<file path="src/rtl/weight_buffer_loader.sv">
// weight_buffer_loader
//   Write-side sequencer for the weight buffer bank array. It takes one load
//   command (base row, row count) and turns the DDR beat stream into bank
//   writes. Each beat fills one group of GROUP_BANKS banks at the current
//   row, and GROUPS beats complete a row. done pulses together with the
//   final write.
//
// Ports
//   clk, rst_n       clock, asynchronous active-low reset
//   cmd_*            load command handshake: base row address and row count
//   ddr_*            DDR read beat stream (valid/ready)
//   data_wr          registered beat data, fanned to every group by the buffer
//   wr_addr          registered write row, shared by all banks
//   wr_en            registered per-bank write enable (one group per beat)
//   busy, done       command in progress / one-cycle completion pulse
//
// state | meaning
// IDLE  | waiting for a command, cmd_ready high
// LOAD  | accepting beats and issuing bank writes
// DONE  | final write on the port, done pulse, back to IDLE next cycle
module weight_buffer_loader #(
  parameter int X_PE         = 16,
  parameter int X_MESH       = 16,
  parameter int ADDR_LEN     = 16,
  parameter int DATA_LEN     = 64,
  parameter int DDR_DATA_LEN = 256,
  parameter int BUFFER_NUM   = 8 * X_PE * X_MESH / DATA_LEN,
  parameter int GROUP_BANKS  = DDR_DATA_LEN / DATA_LEN,
  parameter int GROUPS       = BUFFER_NUM / GROUP_BANKS
) (
  input  logic                    clk,
  input  logic                    rst_n,
  input  logic                    cmd_valid,
  output logic                    cmd_ready,
  input  logic [ADDR_LEN-1:0]     cmd_base_addr,
  input  logic [ADDR_LEN-1:0]     cmd_rows,
  input  logic [DDR_DATA_LEN-1:0] ddr_data,
  input  logic                    ddr_valid,
  output logic                    ddr_ready,
  output logic [DDR_DATA_LEN-1:0] data_wr,
  output logic [ADDR_LEN-1:0]     wr_addr,
  output logic [BUFFER_NUM-1:0]   wr_en,
  output logic                    busy,
  output logic                    done
);

  localparam int GRP_W = $clog2(GROUPS);
  localparam logic [GRP_W-1:0]      GRP_LAST = GRP_W'(GROUPS - 1);
  localparam logic [BUFFER_NUM-1:0] GRP_MASK = BUFFER_NUM'((1 << GROUP_BANKS) - 1);

  typedef enum logic [1:0] {IDLE, LOAD, DONE} state_t;

  state_t              state, state_nxt;
  logic [GRP_W-1:0]    grp;
  logic [ADDR_LEN-1:0] cur_addr;
  logic [ADDR_LEN-1:0] row_cnt;
  logic [ADDR_LEN-1:0] rows_q;

  logic cmd_fire;
  logic beat;
  logic last_beat;

  assign cmd_fire  = cmd_valid && cmd_ready;
  assign beat      = ddr_valid && ddr_ready;
  // rows_q is never 0 in LOAD, so rows_q-1 cannot underflow here.
  assign last_beat = (grp == GRP_LAST) && (row_cnt == rows_q - ADDR_LEN'(1));

  always_ff @(posedge clk or negedge rst_n) begin
    if (!rst_n) state <= IDLE;
    else        state <= state_nxt;
  end

  always_comb begin
    state_nxt = state;
    case (state)
      IDLE: if (cmd_fire) state_nxt = (cmd_rows == '0) ? DONE : LOAD;
      LOAD: if (beat && last_beat) state_nxt = DONE;
      DONE: state_nxt = IDLE;
      default: state_nxt = IDLE;
    endcase
  end

  // cmd_ready is held low while reset is asserted so every output reads 0.
  always_comb begin
    cmd_ready = 1'b0;
    ddr_ready = 1'b0;
    busy      = 1'b0;
    done      = 1'b0;
    case (state)
      IDLE: cmd_ready = rst_n;
      LOAD: begin
        ddr_ready = 1'b1;
        busy      = 1'b1;
      end
      DONE: begin
        busy = 1'b1;
        done = 1'b1;
      end
      default: ;
    endcase
  end

  always_ff @(posedge clk or negedge rst_n) begin
    if (!rst_n) begin
      grp      <= '0;
      cur_addr <= '0;
      row_cnt  <= '0;
      rows_q   <= '0;
      data_wr  <= '0;
      wr_addr  <= '0;
      wr_en    <= '0;
    end else begin
      wr_en <= '0;
      if (cmd_fire) begin
        cur_addr <= cmd_base_addr;
        rows_q   <= cmd_rows;
        grp      <= '0;
        row_cnt  <= '0;
      end
      if (beat) begin
        data_wr <= ddr_data;
        wr_addr <= cur_addr;
        wr_en   <= GRP_MASK << (int'(grp) * GROUP_BANKS);
        if (grp == GRP_LAST) begin
          grp      <= '0;
          cur_addr <= cur_addr + ADDR_LEN'(1);
          row_cnt  <= row_cnt + ADDR_LEN'(1);
        end else begin
          grp <= grp + GRP_W'(1);
        end
      end
    end
  end

endmodule

</file>
<file path="config.mk">
export PLATFORM = sky130hd
export DESIGN_NAME = weight_buffer_loader
export DESIGN_NICKNAME = d
export VERILOG_FILES = /design/src/rtl/weight_buffer_loader.sv
export SDC_FILE = /design/constraint.sdc
export NUM_CORES = 1
export LEC_CHECK = 0
export CAP_MARGIN = 0
export CORE_AREA = 2 2 230 232
export DETAILED_ROUTE_END_ITERATION = 8
export DIE_AREA = 0 0 232 234
export SLEW_MARGIN = 15
export SYNTH_ARGS = -nofsm -noshare
export SYNTH_HDL_FRONTEND = slang
export SYNTH_SLANG_ARGS = --single-unit
export TNS_END_PERCENT = 50
</file>
<file path="constraint.sdc">
create_clock -name clk -period 2.3 [get_ports clk]
set_input_delay 0.345 -clock clk [delete_from_list [all_inputs] [get_ports clk]]
set_output_delay 0.345 -clock clk [all_outputs]
set_load 0.03 [all_outputs]
</file>
After elaboration in Yosys (flattened, before gate mapping). Cells that the tools add are included.

Add/sub/neg operators: 4. Eq/ne operators: 6. Shift operators: 1. Multiplexer cells: 18. Reductions and logical operators: 9.

Operators with widths (count): $mux W16 (6); $add A16 B1 Y16 const B (2); $mux W32 (1); $shl A4 B5 Y32 const A (1); $eq A16 B16 Y1 (1); $logic_not A16 Y1 (1); $sub A16 B1 Y16 const B (1); $mux W3 (3); $mux W2 (3); $logic_and A1 B1 Y1 (4); $mux W1 (4); $ne A2 B2 Y1 const B (2); $pmux W2 S2 (1); $add A3 B1 Y3 const B (1); $eq A3 B3 Y1 const B (1); $eq A2 B1 Y1 const B (1); $eq A2 B2 Y1 const B (1); $logic_not A2 Y1 (1); $reduce_and A2 Y1 (1); $reduce_bool A2 Y1 (1); $reduce_or A2 Y1 (1).

Flip-flop bits (word level): 357. Word-level logic and storage cells: 46.

Longest topological paths before layout.
Depth after elaboration: 6. Mapped depth: 10.

Least setup slack after synthesis. OpenSTA, ideal clock, no wires.

Path kind: flip-flop to flip-flop. Start point: register rows_q[2]. End point: register state[0]. Library setup time: 0.104 ns. Data arrival time: 2.180 ns. Required time: 2.196 ns. Setup slack: 0.016 ns. Stages on the path, launching flop included: 8. Path buffers: 1. Cells stage by stage: dfrtp_1 -> buf_6 -> or4_4 -> nor4b_4 -> xnor2_1 -> o221ai_1 -> or4b_1 -> o311ai_1.

Cells in the longest elaborated chain, start to end: 6.

RTL lines: start, declared (RTL line 57) `logic [ADDR_LEN-1:0] rows_q;`; start signal, assigned (RTL line 116) `rows_q <= cmd_rows;`; $sub A16 B1 Y16 (RTL line 66) `assign last_beat = (grp == GRP_LAST) && (row_cnt == rows_q - ADDR_LEN'(1));`; $eq A16 B16 Y1 (RTL line 66); $logic_and A1 B1 Y1 (RTL line 66); $logic_and A1 B1 Y1 (RTL line 77) `LOAD: if (beat && last_beat) state_nxt = DONE;`; $ne A2 B2 Y1 (no source line); $reduce_and A2 Y1 (no source line); end signal, assigned (RTL line 70) `else state <= state_nxt;`; end, declared (RTL line 53) `state_t state, state_nxt;`.

No other way between the ends. A chain may end at the register's enable or synchronous reset.

Final worst setup path.
Start point: register rows_q[6]. End point: register state[0].

Same word-level chain as after synthesis.

==> impl_metrics.ini <==
[worst_setup_path]
crit_path_start_kind = register
setup.worst_path.class = reg -> reg
cp.required_ns = 2.74
timing.reg2reg.setup_slack_ns = -0.004
timing.critical_path.fanout_max = 3
r2r-end = state[0]
worst_ep_arrival_time_ns = 2.74
critical_path_capture_point_type = register
reg2reg_depth = 6
timing.rr.start = rows_q[6]

[logic_synthesis]
postSynthRegisterBits = 333
synth.net_count = 1819
synthesis.yosys.warnings = 0
syn_area_um2 = 13680
synth_async_sr_flop_share_pct = 100.0
number_of_enable_flip_flop_cells_after_synthesis = 0
gate_count_post_synth = 1515
syn_avg_cell_area_um2 = 9.030
dominantRegCellSynth = sky130_fd_sc_hd__dfrtp_1
synth-seq-area-share_pct = 60.91
ys_types = 54

[sta]
layout_worst_path_cycle_share_pct = 100.2
worst_pin_slew_ns = 0.9241
report.final.setup_viol = 1
final.setup.tns_ns = -0.004192
final_period_minus_worst_setup_slack_ns = 2.304
timing_hold_violations_final = 0
finalWorstSetupSlack_ns = -0.004192
drv_slew = 0
max_slew_margin_pct = 38.40
fin_worst_hold_slack_ns = 0.3276
grt_setup_unrepaired = true
clock_skew_ns = 0.02577
fmax_ghz = 0.4340

[hold_path]
worst_hold_path_type = in -> reg
hold_path_startpoint = ddr_data[89]
min_to = data_wr[89]
hold-path-cell-count = 3

[finish]
final_layout_size_suffix_gt1_share_pct = 7.073
final_design_area_no_fill_um2 = 21870
area.growth.synth_to_final_pct = 59.83
nets = 2411
instances_no_fill = 2823
n_antenna_cell = 0

[flow_run]
cap_violations = 0

[die]
rows = 84
floorplan.core_area_um2 = 52020
top_level_ports = 600
die-area_um2 = 54290
initial_core_util_pct = 26.30
die-height_um = 234
die_width_um = 232

[pwr]
p_per_area_nw_per_um2 = 1426
p_leak_nw = 10.40
internal_power_component_mw = 18.07
clock_power_share_pct = 19.6
power_frac_seq_pct = 32.0
switchingPower_mw = 13.12
power_switching_share_pct = 42.06
power.ir.vdd_worst_mv = 0.8218
comb_power_share_pct = 48.4

[cts]
worst_skew_pair.late_latency_ns = 0.54
clk_root_buffer_cell = sky130_fd_sc_hd__clkbuf_16
cts_made_buffers = 40
ctsLongestPathBuffers = 3
clk_transition_reported_paths_ns = 0.06
clock-sinks = 333
max_h_tree_level = 2
tritoncts = built

[drt]
routed_wl_mm = 45.84
detail_route.drc_violations = 0
first_iteration_detailed_routing_drc_count = 663
vias_per_cell = 4.305
firstDrtPassIters = 4
route.detailed.wl_per_inst_um = 16.24
routed-via-count = 12150
route.antenna.remaining_nets = 0

[global_route]
global_route_wire_length_before_repair_mm = 69.90
antenna_found_initial = 1
grt.total_usage_pct = 16.33
pin_count_of_the_biggest_net_entering_global_routing = 152
grt-ovfl-total = 0
grt_pass1_vias = 12350

[placed_design]
dpl.cell_count = 2750
hpwl_mm = 33.24
buffers_added_on_ports = 599
placed_area_um2 = 20520
routabilityCongestion = 0.8332

[outcome]
outcome = finished with violations
violations = setup timing
==> metrics by stage <==
step / worst slack, ns / total power, mW / util (%)
floorplan: 0.01592 / 18.13 / -
global placement: -0.1506 / 24.95 / 39.43
detailed placement: -0.1435 / 25.18 / 39.43
CTS: -0.006037 / 31.55 / 41.94
global route: -0.08806 / 33.08 / 42.03
finish: -0.004192 / 31.19 / 42.03
==> synthesized netlist by cell type, drive strengths merged (3+ instances only) <==
master / n / area share [%]
o31ai: 4 / 0.22
a211oi: 5 / 0.27
xnor2: 12 / 0.77
mux2: 16 / 1.3
and4: 5 / 0.32
nor4: 8 / 0.37
nor2: 24 / 0.66
a21oi: 11 / 0.43
and3: 14 / 0.64
ha: 12 / 1.1
a311oi: 4 / 0.26
xor2: 6 / 0.38
o21ai: 20 / 0.73
o211ai: 5 / 0.27
a31oi: 3 / 0.18
clkbuf: 71 / 1.9
nor3: 9 / 0.33
mux2i: 6 / 0.44
nand2: 849 / 23
buf: 27 / 1.5
nand4: 9 / 0.41
dfrtp: 333 / 61
nand3: 19 / 0.70
inv: 10 / 0.27
==> worst max path at each step <==
stage                    end  cells past startpoint       from
CTS                 state[0]                      6  rows_q[6]
finish              state[0]                      6  rows_q[6]
global placement    state[0]                      7  ddr_valid
global route        state[0]                      6  rows_q[6]
detailed placement  state[0]                      7  ddr_valid
floorplan           state[0]                      7  rows_q[2]
==> worst max-delay path, cell delays in order, from the launching register on <==
cell                       delay (ns)
sky130_fd_sc_hd__dfrtp_1         0.39
sky130_fd_sc_hd__or4_4           0.58
sky130_fd_sc_hd__nor4b_4         0.31
sky130_fd_sc_hd__a21oi_2         0.09
sky130_fd_sc_hd__nand4b_4        0.19
sky130_fd_sc_hd__or4b_4          0.55
sky130_fd_sc_hd__o311ai_1        0.09
==> cell usage in the layout, fill, tap and decap left out, types with 9 or more instances in the layout <==
master,count
sky130_fd_sc_hd__nor2_1,24
sky130_fd_sc_hd__o21ai_0,19
sky130_fd_sc_hd__a21oi_1,10
sky130_fd_sc_hd__buf_4,42
sky130_fd_sc_hd__clkbuf_16,41
sky130_fd_sc_hd__mux2_2,16
sky130_fd_sc_hd__nand2_1,848
sky130_fd_sc_hd__ha_1,11
sky130_fd_sc_hd__and3_1,13
sky130_fd_sc_hd__inv_1,10
sky130_fd_sc_hd__xnor2_1,12
sky130_fd_sc_hd__dfrtp_1,333
sky130_fd_sc_hd__nand3_1,19
sky130_fd_sc_hd__nand4_1,9
sky130_fd_sc_hd__clkdlybuf4s50_1,594
==> registers in the layout (all words and copies together), names as in the netlist <==
name	count
rows_q	16
wr_addr	16
data_wr	256
cur_addr	16
row_cnt	16
wr_en	8
state	2
grp	3
==> power by group through the flow <==
stage | clock network, mW | logic [mW] | registers, mW
after floorplan | 0 | 3.90 | 14.2
after global placement | 0 | 15.0 | 9.92
after detailed placement | 0 | 15.2 | 10.0
after CTS | 6.35 | 15.2 | 9.97
after global routing | 6.57 | 16.2 | 10.3
final | 6.13 | 15.1 | 9.97
==> layer usage <==
metal	part of all wire (%)	global-route usage, %
met5	0.024	0
met2	50	27.82
met3	7.5	5.387
met1	40	19.59
met4	2.5	4.868
==> cells by family (layout without fill, tap and decap cells) <==
group                      count (synthesis)  in the layout  share of synthesized area (%)
adders and majority gates                 12             12                          1.097
buffers and inverters                    108            728                          3.686
DFF                                      333            333                          60.91
xor gates and xnor gates                  18             18                          1.152
muxes                                     22             22                          1.756
AOI/OAI and AO/OA                         68             68                          3.466
and+or+nand+nor                          954            954                          27.93
==> repair_timing <==
action / in CTS / in global routing
setup endpoints to repair: 4 / 2
endpoints found under the hold margin: 7 / 0
pin swaps: 4 / 0
gates resized for setup: 6 / 9
setup buffers: 2 / 0
hold buffers: 1 / 0
==> cell type report <==
cell class,instances,area [um^2]
Clock buffer,54,1135
Clock inverter,16,133.9
Fill cell,5100,30160
Inverter,10,37.54
Multi-Input combinational cell,1074,4913
Sequential cell,333,8333
Tap cell,688,860.8
Timing Repair Buffer,648,6452
(Power assumes the default switching activity.)
